## src/rtl/pc_stack.sv

```systemverilog
// Fetch-stage program counter with branch/jump/stop, call/return through a
// circular return-address stack, fetch stall and a resumable HALT state.
module pc_stack #(
   parameter int unsigned WIDTH     = 32,
   parameter logic [WIDTH-1:0] RESET_VEC = '0,
   parameter int unsigned RAS_DEPTH = 8
) (
   input  logic                         clk,
   input  logic                         clr,
   input  logic                         stall,
   input  logic [2:0]                   pc_op,
   input  logic                         branch_taken,
   input  logic [WIDTH-1:0]             abs_addr,
   input  logic [WIDTH-1:0]             branch_off,
   input  logic                         resume,
   output logic [WIDTH-1:0]             current_pc,
   output logic                         halted,
   output logic [$clog2(RAS_DEPTH):0]   ras_count,
   output logic                         ras_overflow,
   output logic                         ras_underflow
);

   localparam int unsigned PW = $clog2(RAS_DEPTH);
   localparam int unsigned CW = PW + 1;

   localparam logic [2:0] OP_NORMAL = 3'b000;
   localparam logic [2:0] OP_BRANCH = 3'b001;
   localparam logic [2:0] OP_JUMP   = 3'b010;
   localparam logic [2:0] OP_STOP   = 3'b011;
   localparam logic [2:0] OP_CALL   = 3'b100;
   localparam logic [2:0] OP_RET    = 3'b101;

   typedef enum logic {RUN = 1'b0, HALT = 1'b1} state_t;

   state_t             state_q, state_d;
   logic [WIDTH-1:0]   pc_q, pc_d;
   logic [PW-1:0]      top_q, top_d;
   logic [CW-1:0]      count_q, count_d;
   logic               ovf_q, ovf_d;
   logic               unf_q, unf_d;

   logic [WIDTH-1:0]   ras_mem [RAS_DEPTH];
   logic               push_en;
   logic [WIDTH-1:0]   push_data;
   logic [PW-1:0]      top_prev;
   logic [WIDTH-1:0]   pc_inc;
   logic               ras_full;
   logic               ras_empty;

   assign top_prev  = top_q - PW'(1);
   assign pc_inc    = pc_q + WIDTH'(1);
   assign ras_full  = (count_q == CW'(RAS_DEPTH));
   assign ras_empty = (count_q == '0);

   always_comb begin
      state_d   = state_q;
      pc_d      = pc_q;
      top_d     = top_q;
      count_d   = count_q;
      ovf_d     = ovf_q;
      unf_d     = unf_q;
      push_en   = 1'b0;
      push_data = pc_inc;

      if (state_q == HALT) begin
         if (resume) begin
            pc_d    = pc_inc;
            state_d = RUN;
         end
      end else begin
         unique case (pc_op)
            OP_NORMAL: pc_d = pc_inc;
            OP_BRANCH: pc_d = branch_taken ? (pc_inc + branch_off) : pc_inc;
            OP_JUMP:   pc_d = abs_addr;
            OP_STOP:   state_d = HALT;
            OP_CALL: begin
               // A full stack overwrites the oldest slot, which is the one at top.
               pc_d    = abs_addr;
               push_en = 1'b1;
               top_d   = top_q + PW'(1);
               if (ras_full) ovf_d = 1'b1;
               else          count_d = count_q + CW'(1);
            end
            OP_RET: begin
               if (ras_empty) begin
                  pc_d  = pc_inc;
                  unf_d = 1'b1;
               end else begin
                  pc_d    = ras_mem[top_prev];
                  top_d   = top_prev;
                  count_d = count_q - CW'(1);
               end
            end
            default: pc_d = pc_q;
         endcase
      end
   end

   always_ff @(negedge clk) begin
      if (clr) begin
         state_q <= RUN;
         pc_q    <= RESET_VEC;
         top_q   <= '0;
         count_q <= '0;
         ovf_q   <= 1'b0;
         unf_q   <= 1'b0;
      end else if (!stall) begin
         state_q <= state_d;
         pc_q    <= pc_d;
         top_q   <= top_d;
         count_q <= count_d;
         ovf_q   <= ovf_d;
         unf_q   <= unf_d;
      end
   end

   // Stack storage carries no reset; contents are meaningless once count is zero.
   always_ff @(negedge clk) begin
      if (!clr && !stall && push_en) ras_mem[top_q] <= push_data;
   end

   assign current_pc    = pc_q;
   assign halted        = (state_q == HALT);
   assign ras_count     = count_q;
   assign ras_overflow  = ovf_q;
   assign ras_underflow = unf_q;

endmodule
```

## config.mk

```make
export PLATFORM = sky130hd
export DESIGN_NAME = pc_stack
export DESIGN_NICKNAME = d
export VERILOG_FILES = /design/src/rtl/pc_stack.sv
export SDC_FILE = /design/constraint.sdc
export NUM_CORES = 1
export LEC_CHECK = 0
export BUFFER_PORTS_ARGS = -buffer_cell sky130_fd_sc_hd__buf_2
export CORE_MARGIN = 3
export CORE_UTILIZATION = 46
export CTS_CLUSTER_DIAMETER = 100
export DETAILED_ROUTE_END_ITERATION = 6
export SYNTH_ARGS = -nofsm -noshare
export SYNTH_HDL_FRONTEND = slang
export SYNTH_SLANG_ARGS = --single-unit
```

## constraint.sdc

```tcl
create_clock -name clk -period 10.7 [get_ports clk]
set_input_delay 2.14 -clock clk [delete_from_list [all_inputs] [get_ports clk]]
set_output_delay 2.14 -clock clk [all_outputs]
set_load 0.03 [all_outputs]
```

==> results by group <==
Outcome
  – Status: finished clean

Routing
  – Routed wire length: 43,300 um
  – Vias: 11,400
  – Final ANT Viol Nets: 0
  – Via/cell ratio: 5.74
  – Drt wl/cell: 21.8 um
  – DRT Pass-1 Iters: 5
  – Drt initial violations: 1,000
  – DR DRC count: 0

Clock network
  – Worst-path clk slew: 40 ps
  – Hold Buf Count CTS: 0
  – Clk sinks: 298
  – Root buffer cell: clkbuf_16
  – Clk_lat worst skew: 590 ps
  – Longest Clk Path Bufs: 3
  – H-tree levels: 2
  – Post-CTS Setup Bufs: 0
  – Post-CTS Resized: 0
  – CTS tree: done
  – CTS buffer count: 34

Final layout
  – Synth-to-layout area growth: 22.0%
  – Non-Filler Cell Area, Final: 0.0181 mm^2
  – N_diodes: 0
  – Final net count: 1,675
  – Fraction of layout cells with a size suffix above 1: 18.1%
  – Final core utilization: 57.1%
  – FILL cells: 2,748

Worst setup path
  – Critical Path RT: 5820 ps
  – Worst EP arrival: 4930 ps
  – Worst setup path class: in2reg
  – CP max FO: 5
  – Setup crit start kind: input pin
  – CP Capture Type: flop

Place
  – HPWL after DPL: 27,200 um
  – Port buffer count: 110
  – Gp weighted congestion: 0.921
  – Pre-CTS worst setup slack: 339 ps
  – Area post-placement: 0.0160 mm^2

Floorplan
  – Die Wd: 186 um
  – Std cell rows: 65
  – Core area: 0.0317 mm^2
  – I/O Pins: 111
  – Initial core utilization: 46.8%
  – Die area: 0.0345 mm^2
  – Die Height: 186 um

Global routing
  – Initial antenna violation count: 0
  – Largest net degree at the start of global routing: 65
  – Remaining Overflow, GRT: 0
  – First-pass GRT wire length: 66,300 um
  – GRT Resource Usage Total: 25.6%
  – Vias in the first global route: 12,000

Yosys
  – Post-synth EDFFs: 256
  – Mapped cell area: 0.0148 mm^2
  – Netlist cell types: 79
  – Avg Inst Size Synth: 13.0 um^2
  – Total of warnings raised by yosys: 0
  – Ys async rst share: 0%
  – Sequential element share of the synthesized area: 57.4%
  – Post-synth top cells: 256 x edfxtp_1, 113 x nand2_1, 80 x a21oi_1, 74 x nor2_1, 64 x mux4_2
  – Post-synthesis cell count: 1,146
  – Dominant cell type by area after synthesis: edfxtp_1
  – Synth top area share: 51.8%
  – Syn Nets: 1,262
  – Primary FF master, synth: edfxtp_1
  – Most common cell in the synthesized netlist: edfxtp_1
  – Ranking of synthesized cells by area: edfxtp_1 52%, mux4_2 9.7%, dfxtp_1 5.7%
  – Flops & latches, synth: 298

Timing
  – Final setup vio count: 0
  – Slew @ Worst Pin: 1170 ps
  – Sum of negative setup slack: 0 ps
  – Worst relative slew slack: 21.5%
  – Final WS setup: 897 ps
  – Final Max Slew Viols: 0
  – Clk_skew: 31.9 ps
  – RSZ-0062 raised after global routing: false
  – Final hold vios: 0

Power and ir drop
  – Cell Pwr Density: 177 mW/mm^2
  – Max rail drop VDD: 0.000141 V
  – Leakage: 7.74 nW

Run
  – Max cap viols: 0

Hold path
  – Worst hold path type: reg2reg
-- report_power, final --
group / switching (W) / internal, W / leakage (nW) / total [W]
logic: 0.000229 / 0.000134 / 2.90 / 0.000363
registers: 0.0000211 / 0.00129 / 2.71 / 0.00131
clock network: 0.000759 / 0.000782 / 2.13 / 0.00154
total: 0.00101 / 0.00220 / 7.74 / 0.00321
-- worst paths after layout --
path	startpoint	end	slack, ps	cells past startpoint
setup / recovery	branch_off[0]	current_pc[24]$_SDFFE_NP0P_	900	13
hold / removal	ras_underflow$_SDFFE_NP0P_	ras_underflow$_SDFFE_NP0P_	470	2
setup reg to reg	current_pc[0]$_SDFFE_NP0P_	current_pc[31]$_SDFFE_NP0P_	5680	17
hold reg to reg	ras_underflow$_SDFFE_NP0P_	ras_underflow$_SDFFE_NP0P_	470	2
-- logic make-up after synthesis --
kind of cell / after synthesis / synth area share, %
buffers and inverters: 87 / 2.72
xor gates and xnor gates: 61 / 3.65
DFF: 298 / 57.4
adders and majority gates: 44 / 3.81
and+or+nand+nor: 314 / 10.1
muxes: 76 / 10.5
AOI/OAI and AO/OA: 266 / 11.7
-- through the flow --
stage / instances / hold WS (ps) / power, W
3_3_place_gp: 1628 / 449 / 0.00184
6_report: 1984 / 468 / 0.00321
5_1_grt: 1984 / 531 / 0.00345
3_5_place_dp: 1628 / 461 / 0.00185
2_1_floorplan: 1146 / 559 / 0.00173
4_1_cts: 1984 / 470 / 0.00326
-- cell type report --
type                            count  area (um^2)  area share, %
Sequential cell                   298         8530           47.1
Multi-Input combinational cell    761         6030           33.3
Clock inverter                    323         1310           7.25
Clock buffer                       34          851           4.70
Timing Repair Buffer              142          791           4.37
Tap cell                          402          503           2.78
Inverter                           24         90.1          0.497
-- metal layers --
layer	vias up	GRT usage (%)	part of all wire, %
met2	397	40.3	48
met4	0	11.5	2.9
met5	-	0	0
met1	5614	33.4	43
li1	5292	-	-
met3	86	6.90	6.2
-- sequential cells by signal (all words and copies together), names as in the netlist --
signal and flops:
current_pc 32, halted 1, ras_count 4, ras_mem 256, ras_overflow 1, ras_underflow 1
top_q 3
-- worst max-delay path, stage by stage --
cell	delay, ps
buf_2	80
ha_1	190
inv_1	70
fa_1	440
and2b_1	230
o2111ai_1	170
a31oi_1	390
o2111ai_2	290
o2111ai_1	260
nand2_1	110
xnor2_1	150
a221oi_1	100
a2111oi_2	300
-- cell usage in the layout (no fill, tap or decap), types with 5 or more instances in the layout --
cell type / n
nand2b_1: 9
nand3_1: 24
or3_1: 6
a22oi_1: 8
nand2_1: 113
a311oi_1: 5
xnor2_1: 39
nand4_1: 12
and3_1: 11
clkinvlp_2: 5
edfxtp_1: 256
nor2_1: 68
and4_1: 8
o21ai_1: 32
buf_4: 32
mux2i_1: 11
dfxtp_1: 41
clkbuf_16: 34
mux4_2: 64
ha_1: 41
inv_1: 332
nor3_1: 23
a211oi_1: 10
a21oi_1: 79
o211ai_1: 7
xor2_1: 19
a31oi_1: 14
and2_1: 5
a21o_1: 19
o21ai_0: 27
a221oi_1: 14
nor2_4: 6
buf_2: 110
Note: power is estimated with default switching activity, not from simulation.
